File: config.mk
export PLATFORM = sky130hd
export DESIGN_NAME = alu_ctrl
export DESIGN_NICKNAME = d
export VERILOG_FILES = /design/src/rtl/alu_pkg.sv /design/src/rtl/alu_ctrl.sv
export SDC_FILE = /design/constraint.sdc
export NUM_CORES = 1
export LEC_CHECK = 0
export CORE_MARGIN = 2
export CORE_UTILIZATION = 30
export DETAILED_ROUTE_END_ITERATION = 7
export GPL_ROUTABILITY_DRIVEN = 0
export PLACE_DENSITY_LB_ADDON = 0.08
export RECOVER_POWER = 50
export SYNTH_ARGS = -nofsm -noshare
export SYNTH_HDL_FRONTEND = slang
export SYNTH_SLANG_ARGS = --single-unit
File: constraint.sdc
create_clock -name Clk_i -period 4.8 [get_ports Clk_i]
set_clock_uncertainty 0.15 [all_clocks]
set_input_delay 0.96 -clock Clk_i [delete_from_list [all_inputs] [get_ports Clk_i]]
set_output_delay 0.96 -clock Clk_i [all_outputs]
set_load 0.1 [all_outputs]
File: src/rtl/alu_pkg.sv
// Shared ALU definitions: opcode encoding, controller FSM states and the default data width.
package alu_pkg;

  localparam int ALU_WIDTH = 32;

  typedef enum logic [1:0] {
    OPC_ADD = 2'd0,
    OPC_SUB = 2'd1,
    OPC_AND = 2'd2,
    OPC_OR  = 2'd3
  } alu_opc_e;

  typedef enum logic [1:0] {
    ST_IDLE  = 2'd0,
    ST_ISSUE = 2'd1,
    ST_WAIT  = 2'd2,
    ST_RESP  = 2'd3
  } alu_ctrl_state_e;

endpackage

File: src/rtl/alu_ctrl.sv
// Request/response front end for a fixed-latency registered ALU, with optional result chaining.
// Optional overflow counter output OvfCnt_o is built when ALU_CTRL_OVF_CNT_EN is defined.
module alu_ctrl
  import alu_pkg::*;
#(
  parameter int WIDTH       = ALU_WIDTH,
  parameter int ALU_LATENCY = 1
) (
  input  logic             Clk_i,
  input  logic             Reset_i,
  input  logic             ReqValid_i,
  output logic             ReqReady_o,
  input  logic [1:0]       ReqOpc_i,
  input  logic [WIDTH-1:0] ReqDinA_i,
  input  logic [WIDTH-1:0] ReqDinB_i,
  input  logic             ReqChain_i,
  output logic [1:0]       AluOpc_o,
  output logic [WIDTH-1:0] AluDinA_o,
  output logic [WIDTH-1:0] AluDinB_o,
  input  logic [WIDTH-1:0] AluDout_i,
  input  logic             AluOverFlow_i,
  output logic             RspValid_o,
  input  logic             RspReady_i,
  output logic [WIDTH-1:0] RspDout_o,
  output logic             RspOverFlow_o,
  output logic             Busy_o
`ifdef ALU_CTRL_OVF_CNT_EN
  ,
  output logic [15:0]      OvfCnt_o
`endif
);

  localparam int CW = (ALU_LATENCY > 1) ? $clog2(ALU_LATENCY) : 1;

  alu_ctrl_state_e  state_q, state_d;
  logic [CW-1:0]    cnt_q, cnt_d;
  logic [1:0]       opc_q, opc_d;
  logic [WIDTH-1:0] din_a_q, din_a_d;
  logic [WIDTH-1:0] din_b_q, din_b_d;
  logic [WIDTH-1:0] rsp_dout_q, rsp_dout_d;
  logic             rsp_ovf_q, rsp_ovf_d;
  logic [WIDTH-1:0] last_q, last_d;
  logic             capture;

  assign capture = (state_q == ST_WAIT) && (cnt_q == '0);

  always_comb begin
    state_d    = state_q;
    cnt_d      = cnt_q;
    opc_d      = opc_q;
    din_a_d    = din_a_q;
    din_b_d    = din_b_q;
    rsp_dout_d = rsp_dout_q;
    rsp_ovf_d  = rsp_ovf_q;
    last_d     = last_q;
    case (state_q)
      ST_IDLE: begin
        if (ReqValid_i) begin
          opc_d   = ReqOpc_i;
          din_a_d = ReqChain_i ? last_q : ReqDinA_i;
          din_b_d = ReqDinB_i;
          state_d = ST_ISSUE;
        end
      end
      ST_ISSUE: begin
        cnt_d   = CW'(ALU_LATENCY - 1);
        state_d = ST_WAIT;
      end
      ST_WAIT: begin
        if (capture) begin
          rsp_dout_d = AluDout_i;
          rsp_ovf_d  = AluOverFlow_i;
          last_d     = AluDout_i;
          state_d    = ST_RESP;
        end else begin
          cnt_d = cnt_q - 1'b1;
        end
      end
      ST_RESP: begin
        if (RspReady_i) state_d = ST_IDLE;
      end
      default: state_d = ST_IDLE;
    endcase
  end

  always_ff @(posedge Clk_i or posedge Reset_i) begin
    if (Reset_i) begin
      state_q    <= ST_IDLE;
      cnt_q      <= '0;
      opc_q      <= '0;
      din_a_q    <= '0;
      din_b_q    <= '0;
      rsp_dout_q <= '0;
      rsp_ovf_q  <= 1'b0;
      last_q     <= '0;
    end else begin
      state_q    <= state_d;
      cnt_q      <= cnt_d;
      opc_q      <= opc_d;
      din_a_q    <= din_a_d;
      din_b_q    <= din_b_d;
      rsp_dout_q <= rsp_dout_d;
      rsp_ovf_q  <= rsp_ovf_d;
      last_q     <= last_d;
    end
  end

  assign ReqReady_o    = (state_q == ST_IDLE);
  assign RspValid_o    = (state_q == ST_RESP);
  assign Busy_o        = (state_q != ST_IDLE);
  assign AluOpc_o      = opc_q;
  assign AluDinA_o     = din_a_q;
  assign AluDinB_o     = din_b_q;
  assign RspDout_o     = rsp_dout_q;
  assign RspOverFlow_o = rsp_ovf_q;

`ifdef ALU_CTRL_OVF_CNT_EN
  logic [15:0] ovf_cnt_q, ovf_cnt_d;

  // Saturating count of overflowing results, bumped in the capture cycle.
  always_comb begin
    ovf_cnt_d = ovf_cnt_q;
    if (capture && AluOverFlow_i && (ovf_cnt_q != 16'hFFFF)) ovf_cnt_d = ovf_cnt_q + 16'd1;
  end

  always_ff @(posedge Clk_i or posedge Reset_i) begin
    if (Reset_i) ovf_cnt_q <= '0;
    else         ovf_cnt_q <= ovf_cnt_d;
  end

  assign OvfCnt_o = ovf_cnt_q;
`endif

endmodule

# == Yosys cells after proc, flatten, opt, wreduce, memory -nomap -nowiden ==
# Cells that the tools add are included.
# word_totals
memories,0
ff_bits,102
romBits,0
latch_bits,0
mem_bits_rw,0
# op_classes
order_cmp,0
n_shift,0
mux,7
addsub,1
div,0
mul,0
n_eq_ne,7
n_bitwise,1
reduce_logical,8
# ops
operator,count
$mux W32,1
$pmux W2 S4,1
$mux W2,3
$ne A2 B2 Y1 const B,3
$reduce_and A2 Y1,3
$eq A2 B2 Y1 const B,2
$reduce_bool A2 Y1,2
$reduce_and A3 Y1,1
$eq A2 B1 Y1 const B,1
$logic_not A2 Y1,1
$ne A2 B1 Y1 const B,1
$pmux W1 S2,1
$logic_and A1 B1 Y1,1
$mux W1,1
$not A1 Y1,1
$sub A1 B1 Y1 const B,1

# == Depth between registers and ports, before layout ==
# depth
depth_word,4
ltp_mapped,7

# == Worst setup path before layout ==
# OpenSTA, ideal clock, no wires.
# synth_timing
path_type,reg-to-output
start,register state_q[0]
end,output port Busy_o
n_path_buf,0
arrival_time_ns,2.040
path_slack_ns,1.650
path_stages_with_launch,4
required_ns,3.690
cell_sequence,dfrtp_1 > inv_1 > ha_1 > inv_1
# synth_via
elab_chain_len,1
# synth_lines
item,line,rtl
from (decl),alu_ctrl.sv:35,"alu_ctrl_state_e state_q, state_d;"
from (signal assigned),alu_ctrl.sv:97,state_q <= state_d;
$reduce_bool A2 Y1,alu_ctrl.sv:110,assign Busy_o = (state_q != ST_IDLE);
to (decl),alu_ctrl.sv:26,output logic Busy_o
# No other way between the ends.

# == Worst setup path in the final report ==
# Ends and elaborated chain as after synthesis.

==> summary.txt <==
met1 wire length -> 4790 um
Die Y -> 124 um
synthesized instance count -> 301
Min-Delay Path Class -> reg2reg
starting density of the core -> 30.8%
worst path cell trace -> inv_1 -> ha_1 -> inv_1 -> clkdlybuf4s50_1
hold slack -> 0.328 ns
DRT Pass-1 Iters -> 4
Crit path max-delay family -> buffers and inverters
diode count -> 0
DIE AREA -> 15,400 um2
status -> finished with violations
DRC -> 0
row cnt -> 43
via total after detailed routing -> 3,051
FMAX -> 293 MHz
Die W -> 124 um
Fillers -> 1,312
Seq/Total Area, Yosys -> 59.2%
largest net degree at the start of global routing -> 99
MaxCap Viol Count -> 3
TritonCTS Sinks -> 102
most frequent cells in the layout -> clkdlybuf4s50_1, dfrtp_1, mux2_2
Max stage delay on crit path -> 1.13 ns
Worst-path clk slew -> 0.07 ns
CTS Buf Count -> 9
grt ovf -> 0
Tot GR Track Use -> 14.5%
Top Layer Used -> met4
crit path launch type -> flip-flop
Port Buf Inserts -> 205
Final setup viols -> 0
CP max-delay cell -> clkdlybuf4s50_1
setup TNS -> 0 ns
Syn Area/Cell -> 14.3 um2
detailed placer's ending HPWL -> 7840 um
1st-iter DRT viols -> 95
Post-Route WL -> 11,100 um
Crit path top cell by count -> inv_1
metal2 WL -> 5170 um
Area Growth Syn to Fin -> 56.4%
Crit path required time -> 3.69 ns
fin crit share -> 71.2%
#FFs+latches synth -> 102
CTS Root Cell -> clkbuf_16
Clock Latency Late Sink -> 0.34 ns
Hold Vio Cnt, Final -> 0
CP Class -> reg2out
post-route ant nets -> 0
Critical Path End Type -> output port
Placement Setup Slack -> 1.72 ns
CTS tree -> yes
Worst EP arrival -> 2.31 ns
Final WS setup -> 1.38 ns
Worst Path Max Fanout -> 4
IO Count -> 206
first-pass GRT wire length -> 16,700 um
Syn. warnings -> 0
Via density -> 4.44
core area -> 14,000 um2
R2R setup slack -> 1.60 ns
number of nets in the layout -> 611
layout cells sized above 1 -> 17.4%
WP buf/inv -> 3
Tmin final -> 3.42 ns
Max-slew headroom -> -56.7%
Post-CTS Setup Repair Bufs -> 0
commonest non-fill, non-tap cell in the layout -> clkdlybuf4s50_1
H-tree levels -> 3
RSZ-0062 raised after global routing -> no
syn nets -> 410
cts repair resizes -> 0
Slew @ Worst Pin -> 2.34 ns
vias in the first global route -> 3,208
clock tree buffer depth -> 2
wire length per cell -> 16.1 um
number of distinct library cells after synthesis -> 18
CTS Hold Bufs -> 0
Netlist Area Pre-Place -> 4310 um2
met3 WL -> 898 um
Slew Limit Fails -> 166
fin util -> 48.2%
violated checks -> capacitance limit, slew limit
antenna violations before repair -> 0
[synth_stat cells (all sizes together)]
cell type | number | area, um2
nor3b | 1 | 7.51
nand2 | 34 | 130
mux2 | 68 | 878
mux2i | 33 | 330
ha | 5 | 62.6
buf | 14 | 131
inv | 5 | 18.8
nor2b | 1 | 13.8
nor2 | 1 | 3.75
o21ai | 32 | 160
dfrtp | 102 | 2550
clkbuf | 4 | 15.0
o221ai | 1 | 8.76
[metal layers]
metal / GRT usage (%) / vias to the layer above
met5: 0 / -
met2: 23.5 / 114
met3: 4.53 / 15
li1: - / 1448
met4: 6.46 / 0
met1: 17.6 / 1474
[state kept, by name, indices dropped and copies added (netlist names)]
| register | cells |
|---|---|
| AluOpc_o | 2 |
| AluDinB_o | 32 |
| last_q | 32 |
| cnt_q | 1 |
| RspOverFlow_o | 1 |
| state_q | 2 |
| AluDinA_o | 32 |
[stage by stage]
stage | cell area [um2] | cells
floorplan | 4310 | 301
global placement | 6470 | 671
detailed placement | 6470 | 671
CTS | 6820 | 687
global route | 6740 | 687
finish | 6740 | 687
[tightest hold or removal path, delay by kind of cell, from the launching register on]
family	cells	cell delay, ns
AO/OA/AOI/OAI	1	0.06
flip-flops	1	0.34
AND/OR/NAND/NOR	1	0.05
[layout make-up]
cell class                      instances  area (um2)  area share (%)
Sequential cell                       102        2550            37.8
Timing Repair Buffer                  208        2060            30.6
Multi-Input combinational cell        176        1540            22.8
Clock buffer                            9         225            3.34
Tap cell                              180         225            3.34
Clock inverter                          7         121            1.80
Inverter                                5        20.0           0.297
[cells by family (layout without fill, tap and decap cells)]
group | after synthesis | in the layout | share of synthesized area (%)
DFF | 102 | 102 | 59.2
AOI/OAI and AO/OA | 33 | 33 | 3.92
adders and majority gates | 5 | 5 | 1.45
and+or+nand+nor | 37 | 37 | 3.60
buffers and inverters | 23 | 229 | 3.83
muxes | 101 | 101 | 28.0
[path summary, 6_finish.rpt]
kind,start,end,cells past startpoint
worst min-delay path,AluDinA_o[16],AluDinA_o[16],2
min in group asynchronous,Reset_i,AluDinB_o[31],2
worst max-delay path,state_q[0],Busy_o,4
worst min register to register,AluDinA_o[16],AluDinA_o[16],2
max in group asynchronous,Reset_i,AluDinA_o[9],3
worst max register to register,state_q[0],last_q[14],5
Power is left out: the tool's default activity adds up to more than one toggle a clock period on the data nets, which glitch-free logic cannot reach.
